$ cat src/rtl/time_entry_loader.sv
// Keypad entry buffer and load sequencer for the microwave timer's BCD down-counter chain.
// Collects up to three digits, validates on start, pulses the parallel load, then enables the count.
module time_entry_loader #(
    parameter logic [3:0] SEC_TENS_MAX = 4'd5,
    parameter logic [3:0] MIN_MAX      = 4'd9
) (
    input  logic       clock,
    input  logic       clear,
    input  logic       key_valid,
    input  logic [3:0] key_digit,
    input  logic       start,
    input  logic       cancel,
    input  logic       timer_zero,
    output logic [3:0] disp_min,
    output logic [3:0] disp_tens,
    output logic [3:0] disp_ones,
    output logic [3:0] load_min,
    output logic [3:0] load_tens,
    output logic [3:0] load_ones,
    output logic       loadn,
    output logic       run_en,
    output logic       entry_err,
    output logic       busy
);

    typedef enum logic [1:0] {
        S_IDLE,
        S_ENTRY,
        S_LOAD,
        S_RUN
    } state_t;

    state_t     r_state;
    logic [3:0] r_disp_min, r_disp_tens, r_disp_ones;
    logic [3:0] r_load_min, r_load_tens, r_load_ones;
    logic [1:0] r_count;
    logic       r_loadn;
    logic       r_run_en;
    logic       r_entry_err;
    logic       r_busy;

    state_t     w_state_nxt;
    logic [3:0] w_disp_min_nxt, w_disp_tens_nxt, w_disp_ones_nxt;
    logic [3:0] w_load_min_nxt, w_load_tens_nxt, w_load_ones_nxt;
    logic [1:0] w_count_nxt;
    logic       w_loadn_nxt;
    logic       w_run_en_nxt;
    logic       w_entry_err_nxt;
    logic       w_busy_nxt;

    logic       w_key_legal;
    logic       w_buf_zero;
    logic       w_reject;

    assign w_key_legal = (key_digit <= 4'd9);
    assign w_buf_zero  = (r_disp_min == '0) && (r_disp_tens == '0) && (r_disp_ones == '0);
    assign w_reject    = (r_disp_tens > SEC_TENS_MAX) || (r_disp_min > MIN_MAX);

    always_ff @(posedge clock or posedge clear) begin
        if (clear) begin
            r_state     <= S_IDLE;
            r_disp_min  <= '0;
            r_disp_tens <= '0;
            r_disp_ones <= '0;
            r_load_min  <= '0;
            r_load_tens <= '0;
            r_load_ones <= '0;
            r_count     <= '0;
            r_loadn     <= 1'b1;
            r_run_en    <= 1'b0;
            r_entry_err <= 1'b0;
            r_busy      <= 1'b0;
        end else begin
            r_state     <= w_state_nxt;
            r_disp_min  <= w_disp_min_nxt;
            r_disp_tens <= w_disp_tens_nxt;
            r_disp_ones <= w_disp_ones_nxt;
            r_load_min  <= w_load_min_nxt;
            r_load_tens <= w_load_tens_nxt;
            r_load_ones <= w_load_ones_nxt;
            r_count     <= w_count_nxt;
            r_loadn     <= w_loadn_nxt;
            r_run_en    <= w_run_en_nxt;
            r_entry_err <= w_entry_err_nxt;
            r_busy      <= w_busy_nxt;
        end
    end

    // Every output is the registered image of its next value, so loadn is low
    // exactly for the cycle spent in LOAD and entry_err lands one cycle after its cause.
    always_comb begin
        w_state_nxt     = r_state;
        w_disp_min_nxt  = r_disp_min;
        w_disp_tens_nxt = r_disp_tens;
        w_disp_ones_nxt = r_disp_ones;
        w_load_min_nxt  = r_load_min;
        w_load_tens_nxt = r_load_tens;
        w_load_ones_nxt = r_load_ones;
        w_count_nxt     = r_count;
        w_loadn_nxt     = 1'b1;
        w_run_en_nxt    = 1'b0;
        w_entry_err_nxt = 1'b0;

        if (cancel) begin
            w_state_nxt     = S_IDLE;
            w_disp_min_nxt  = '0;
            w_disp_tens_nxt = '0;
            w_disp_ones_nxt = '0;
            w_load_min_nxt  = '0;
            w_load_tens_nxt = '0;
            w_load_ones_nxt = '0;
            w_count_nxt     = '0;
        end else begin
            case (r_state)
                S_IDLE, S_ENTRY: begin
                    if (start) begin
                        if (!w_buf_zero) begin
                            if (w_reject) begin
                                w_entry_err_nxt = 1'b1;
                                w_state_nxt     = S_IDLE;
                                w_disp_min_nxt  = '0;
                                w_disp_tens_nxt = '0;
                                w_disp_ones_nxt = '0;
                                w_count_nxt     = '0;
                            end else begin
                                w_state_nxt     = S_LOAD;
                                w_load_min_nxt  = r_disp_min;
                                w_load_tens_nxt = r_disp_tens;
                                w_load_ones_nxt = r_disp_ones;
                                w_loadn_nxt     = 1'b0;
                            end
                        end
                    end else if (key_valid) begin
                        if (!w_key_legal) begin
                            w_entry_err_nxt = 1'b1;
                        end else if (r_count != 2'd3) begin
                            w_disp_min_nxt  = r_disp_tens;
                            w_disp_tens_nxt = r_disp_ones;
                            w_disp_ones_nxt = key_digit;
                            w_count_nxt     = r_count + 2'd1;
                            w_state_nxt     = S_ENTRY;
                        end
                    end
                end
                S_LOAD: begin
                    w_state_nxt  = S_RUN;
                    w_run_en_nxt = 1'b1;
                end
                S_RUN: begin
                    if (timer_zero) begin
                        w_state_nxt     = S_IDLE;
                        w_disp_min_nxt  = '0;
                        w_disp_tens_nxt = '0;
                        w_disp_ones_nxt = '0;
                        w_count_nxt     = '0;
                    end else begin
                        w_run_en_nxt = 1'b1;
                    end
                end
                default: w_state_nxt = S_IDLE;
            endcase
        end

        w_busy_nxt = (w_state_nxt == S_LOAD) || (w_state_nxt == S_RUN);
    end

    assign disp_min  = r_disp_min;
    assign disp_tens = r_disp_tens;
    assign disp_ones = r_disp_ones;
    assign load_min  = r_load_min;
    assign load_tens = r_load_tens;
    assign load_ones = r_load_ones;
    assign loadn     = r_loadn;
    assign run_en    = r_run_en;
    assign entry_err = r_entry_err;
    assign busy      = r_busy;

endmodule
$ cat config.mk
export PLATFORM = sky130hd
export DESIGN_NAME = time_entry_loader
export DESIGN_NICKNAME = d
export VERILOG_FILES = /design/src/rtl/time_entry_loader.sv
export SDC_FILE = /design/constraint.sdc
export NUM_CORES = 1
export LEC_CHECK = 0
export ABC_AREA = 1
export BUFFER_PORTS_ARGS = -buffer_cell sky130_fd_sc_hd__buf_2
export CAP_MARGIN = 40
export CORE_UTILIZATION = 30
export DETAILED_ROUTE_END_ITERATION = 10
export PLACE_DENSITY_LB_ADDON = 0.2
export SLEW_MARGIN = 25
export SYNTH_ARGS = -nofsm -noshare
export SYNTH_HDL_FRONTEND = slang
export SYNTH_SLANG_ARGS = --single-unit
$ cat constraint.sdc
create_clock -name clock -period 1.8 [get_ports clock]
set_clock_uncertainty 0.15 [all_clocks]
set_input_delay 0.09 -clock clock [delete_from_list [all_inputs] [get_ports clock]]
set_output_delay 0.09 -clock clock [all_outputs]
set_load 0.02 [all_outputs]
==> impl_metrics.ini, run 1 <==
[run_status]
status = completed

[synthesis]
synth_cells = 192
synth_common_cells = 38 x nand2_1, 31 x dfrtp_1, 24 x nand4_1, 23 x nor2_1, 17 x nand3_1
ys_seq_area_frac = 0.488
synth-seq-cells = 32
synth.most_common_cell = nand2_1
synth_edf_count = 0
ys_warn_count = 0
synth_fp_nets = 203
synth_area_mm2 = 0.00164
synth_top_area_cell = dfrtp_1
async_flop_share = 1.00
netlist.area_leader.share = 0.472
synth.distinct_cells = 25
syn_area_per_cell_um2 = 8.56
synth_area_leaders = dfrtp_1 47%, nand4_1 9.1%, nand2_1 8.7%
synthFlopType = dfrtp_1

[power_and_ir_drop]
finalPower_mw = 1.93
peakVddDrop_uv = 344
powerDensity_mw_per_mm2 = 921
p_leak_nw = 1.11

[floorplan]
ios = 38
die_w_um = 76
die_area_mm2 = 0.00578
initial_core_util = 0.316
die_h_um = 76
coreArea_mm2 = 0.00520
placementRows = 26

[sta]
setup_viol = 0
relSlewSlack = 0.676
worst_pin_slew_ns = 0.485
max_freq_mhz = 622
setup_slack_ns = 0.193
finalCritPeriodShare = 0.893
worst_hold_slack_ns = 0.00768
maxSlewViolCount = 0
layout_min_cycle_time_ns = 1.61
fin_tns_setup_ns = 0
grt_setup_unrepaired = no
hold_viol_final = 0

[setup_path]
worst_path_max_delay_cell = dlygate4sd3_1
critPathMaxFanout = 28
worstSetupEndpointType = flop
cp_data_required_time_ns = 1.86
critPathBufInv = 4
path_delay_family = buffers and inverters
cp_cell_sequence = dlygate4sd3_1 > buf_2 > inv_2 > nand2_4 > nor2_2 > nand2_2 > nand3_4 > buf_12 > nand2_1 > o21ai_2
max_stage_delay_ns = 0.53
arrival_ns = 1.67
critical_path_class = input pin to flop
start_kind = input pin

[global_route]
grt_max_degree = 33
track_usage = 0.156
grt_first_pass_wirelength_um = 7110
antenna_found_initial = 0
grt_remaining_overflow = 0
grt_pass1_vias = 1422

[run]
maxCapViolCount = 0

[cells_and_area]
drive_above_1_share = 0.337
utilization = 0.402
area_delta_synth_final_pct = 27.4
nets = 253
fin_cells = 313
num_antenna_cells = 0
stdcell_area_mm2 = 0.00209

[place]
place_ws_ns = 0.198
place_inst = 299
numPortBuffers = 37
dp_hpwl_um = 2760
dpl-instance-area_mm2 = 0.00195
place_congestion = 0.818

[cts]
cts_setup_buffers = 0
numCtsBuffers = 5
cts_sinks = 32
clk_pin_slew_worst_paths_ns = 0.06
clk_latency_ns = 0.28
htreeDepth = 2
ctsLongestPathBuffers = 2
cts_tree = built
clock-root-buffer = clkbuf_8

[route]
routed-via-count = 1464
via_per_inst = 4.68
drtPass1Iterations = 4
drc = 0
drt_first_iter_violations = 73
antenna_left = 0
avgRoutedWirePerCell_um = 12.6
drt-total-wl_um = 3960

[hold_path]
hold_class = input pin to flop
## layer usage
metal | global-route usage | share of wire | vias to the layer above
li1 | - | - | 741
met1 | 0.214 | 0.49 | 672
met2 | 0.240 | 0.44 | 46
met3 | 0.0479 | 0.058 | 5
met4 | 0.0346 | 0.010 | 0
met5 | 0 | 0 | -
## report_power, final
part / switching [mW] / internal (mW)
Combinational: 0.365 / 0.193
Clock: 0.257 / 0.271
Sequential: 0.0534 / 0.789
Total: 0.675 / 1.25
## flip-flops by register name, indices dropped and copies added (netlist names)
register / cells
busy: 1
disp_min: 4
disp_ones: 4
disp_tens: 4
entry_err: 1
load_min: 4
load_ones: 4
load_tens: 4
loadn: 1
r_count: 2
r_state: 2
run_en: 1
## cells by family (layout without fill, tap and decap cells)
family                     count (synthesis)  after routing  synth area share
adders and majority gates                  1              1           0.00761
buffers and inverters                     29             80            0.0800
DFF                                       32             32             0.488
and+or+nand+nor                          111            111             0.331
AOI/OAI and AO/OA                         19             19            0.0929
## worst paths after layout
path	cells past startpoint	to	slack, ns	start
worst max-delay path	10	disp_tens[2]$_DFFE_PP0P_	0.19	start
worst min-delay path	4	run_en$_DFF_PP0_	0.008	timer_zero
worst max register to register	8	load_tens[3]$_DFFE_PP0P_	0.20	disp_tens[1]$_DFFE_PP0P_
worst min register to register	2	r_count[1]$_DFFE_PP0P_	0.34	r_count[1]$_DFFE_PP0P_
max in group asynchronous	4	loadn$_DFF_PP1_	0.90	clear
min in group asynchronous	4	r_state[0]$_DFF_PP0_	0.28	clear
## layout make-up
type	instances	area, µm²
clock buffer	7	76.3
clock inverter	1	5.00
fill	591	3110
inverter	18	67.6
multi-input combinational	131	714
sequential	32	802
tap	70	87.6
timing repair buffer	54	340
## worst register-to-register path, delay by kind of cell (launching register included)
family	cells	cell delay, ns
buffers and inverters	1	0.18
flip-flops	1	0.44
AND/OR/NAND/NOR	7	0.76
## layout by cell type (no fill, tap or decap), types with 3 or more instances in the layout
cell	Yosys	routed
nand3_1	17	16
nand4_1	24	24
dlygate4sd3_1	0	6
buf_4	1	10
nand2_1	38	38
o21ai_2	14	14
nand2_2	3	3
clkbuf_8	0	5
inv_2	3	3
dfrtp_1	31	31
buf_2	3	37
inv_1	15	15
nor2_1	23	23
## what timing repair did
item / 4_1_cts / 5_1_grt
resized for setup: 0 / 2
endpoints found under the setup margin: 0 / 21
hold endpoints to repair: 36 / 0
hold buffers: 6 / 0
Power figures use the tool's default switching activity.
==> inputs of run 2 (changes only) <==
--- a/config.mk
+++ b/config.mk
@@ -9,6 +9,7 @@
 export BUFFER_PORTS_ARGS = -buffer_cell sky130_fd_sc_hd__buf_2
 export CAP_MARGIN = 40
 export CORE_UTILIZATION = 30
+export CTS_CLUSTER_DIAMETER = 40
 export DETAILED_ROUTE_END_ITERATION = 10
 export PLACE_DENSITY_LB_ADDON = 0.2
 export SLEW_MARGIN = 25
==> constraint.sdc (replaced) <==
create_clock -name clock -period 1.51 [get_ports clock]
set_clock_uncertainty 0.15 [all_clocks]
set_input_delay 0.0755 -clock clock [delete_from_list [all_inputs] [get_ports clock]]
set_output_delay 0.0755 -clock clock [all_outputs]
set_load 0.02 [all_outputs]
==> run 2 against run 1 <==
  * Total power grew 46%
  * Sequential share of layout area is 4.8 points lower
  * Sequential cell count unchanged
  * Wire length up 3.0%
  * Worst hold slack better by 0.030 ns
  * Global-route usage decreased by 0.74 points
  * Worst setup slack worse by 0.19 ns
  * Register-to-register slack worse by 0.19 ns
  * Via count rose by 2.9%
  * Sequential power rose by 17%
  * First-iteration DRC count fell by 34%
  * Clock power is 69% higher
  * Critical endpoint is now disp_tens[0]$_DFFE_PP0P_
  * Largest power group unchanged
  * Highest routed layer unchanged
==> impl_metrics.ini, run 2 (synthesis results as in run 1) <==
[route]
drt_first_iter_violations = 48
drt-total-wl_um = 4080
wl_met1_um = 1950
drc = 0
avgRoutedWirePerCell_um = 12.3
wl_met2_um = 1900
drtPass1Iterations = 4
antenna_left = 0
routed-wl-met3_um = 168
top_layer = met4
routed-via-count = 1506
via_per_inst = 4.54

[floorplan]
ios = 38
initial_core_util = 0.316
die_w_um = 76
placementRows = 26
die_h_um = 76
die_area_mm2 = 0.00578
coreArea_mm2 = 0.00520

[hold_path]
hold_class = input pin to flop

[sta]
worst_pin_slew_ns = 0.419
relSlewSlack = 0.721
maxSlewViolCount = 0
finalCritPeriodShare = 0.995
setup_slack_ns = 0.00799
grt_setup_unrepaired = yes
max_freq_mhz = 666
fin_tns_setup_ns = 0
setup_viol = 0
layout_min_cycle_time_ns = 1.50
hold_viol_final = 0

[cells_and_area]
stdcell_area_mm2 = 0.00240
final_cell_mix = 37 x buf_2, 34 x nand2_1, 30 x dfrtp_1, 24 x nand4_1, 24 x buf_4
area_delta_synth_final_pct = 45.8
num_antenna_cells = 0
nets = 272
layout.cells.most_common = buf_2
drive_above_1_share = 0.431

[cts]
clock-root-buffer = clkbuf_8
cts_sinks = 32
clk_pin_slew_worst_paths_ns = 0.07
ctsLongestPathBuffers = 2
numCtsBuffers = 5
clk_latency_ns = 0.28
htreeDepth = 2
cts_tree = built

[global_route]
grt_pass1_vias = 1371
grt_remaining_overflow = 0
track_usage = 0.148
antenna_found_initial = 0
grt_first_pass_wirelength_um = 6690
grt_max_degree = 33

[setup_path]
worstSetupEndpointType = flop
arrival_ns = 1.53
cp_data_required_time_ns = 1.54
start_kind = flop
rrSetupSlack_ns = 0.008
critical_path_class = flop to flop
critPathMaxFanout = 9

[place]
place_ws_ns = 0.0197
dp_hpwl_um = 2840
dpl-instance-area_mm2 = 0.00209
place_congestion = 0.752
numPortBuffers = 37

[run]
maxCapViolCount = 0

[run_status]
status = completed

[power_and_ir_drop]
powerDensity_mw_per_mm2 = 1170
p_leak_nw = 1.31
peakVddDrop_uv = 519
## run 2: cell count changes in the layout (fill, tap and decap cells not counted), moves of 2 or more
cell and delta:
nor2_2 +2, buf_12 +2, nand2_4 +5, clkbuf_16 +2
nand2_1 -4, nor2_1 -2, clkbuf_8 +2, o21ai_1 -2
clkbuf_1 -2, buf_4 +14
## run 2: power breakdown
part	switching [mW]	internal (mW)
Combinational	0.513	0.413
Clock	0.310	0.582
Sequential	0.0480	0.941
## run 2: path summary, 6_finish.rpt
path	start	end	depth (start not counted)
setup / recovery	r_count[0]$_DFFE_PP0P_	disp_tens[0]$_DFFE_PP0P_	8
hold / removal	key_valid	entry_err$_DFF_PP0_	5
setup reg to reg	r_count[0]$_DFFE_PP0P_	disp_tens[0]$_DFFE_PP0P_	8
hold reg to reg	load_tens[3]$_DFFE_PP0P_	load_tens[3]$_DFFE_PP0P_	2
max in group asynchronous	clear	loadn$_DFF_PP1_	4
min in group asynchronous	clear	disp_ones[3]$_DFFE_PP0P_	4
## run 2: layout make-up
type | instances | area, µm²
Fill cell | 536 | 2810
Sequential cell | 32 | 803
Multi-Input combinational cell | 131 | 764
Timing Repair Buffer | 73 | 547
Clock buffer | 7 | 96.3
Tap cell | 70 | 87.6
Inverter | 18 | 67.6
Clock inverter | 1 | 30.0
## run 2: through the flow
stage	power, mW	cells	hold slack [ns]	util
final	2.81	332	0.0374	0.460
after floorplan	1.48	192	0.0409	-
after CTS	2.71	328	0.0147	0.437
after global routing	2.95	332	0.0749	0.460
after global placement	1.79	314	0.0343	0.401
after detailed placement	1.80	314	0.0490	0.401
## run 2: what timing repair did
item / CTS / global route
setup endpoints to repair: 0 / 28
hold buffers: 6 / 0
endpoints found under the hold margin: 36 / 0
resized for setup: 0 / 16
setup buffers: 0 / 2
## run 2: layer usage
metal	up-vias	global-route usage
li1	784	-
met1	685	0.204
met2	30	0.222
met3	7	0.0395
met4	0	0.0577
met5	-	0
## run 2: critical path, cell delays in order, from the launching register on
cell     delay (ns)
dfrtp_1        0.38
ha_2           0.19
inv_2          0.05
nand3_2        0.08
nand2_2        0.12
nand3_4        0.14
buf_12         0.18
nand2_1        0.07
o21ai_2        0.05
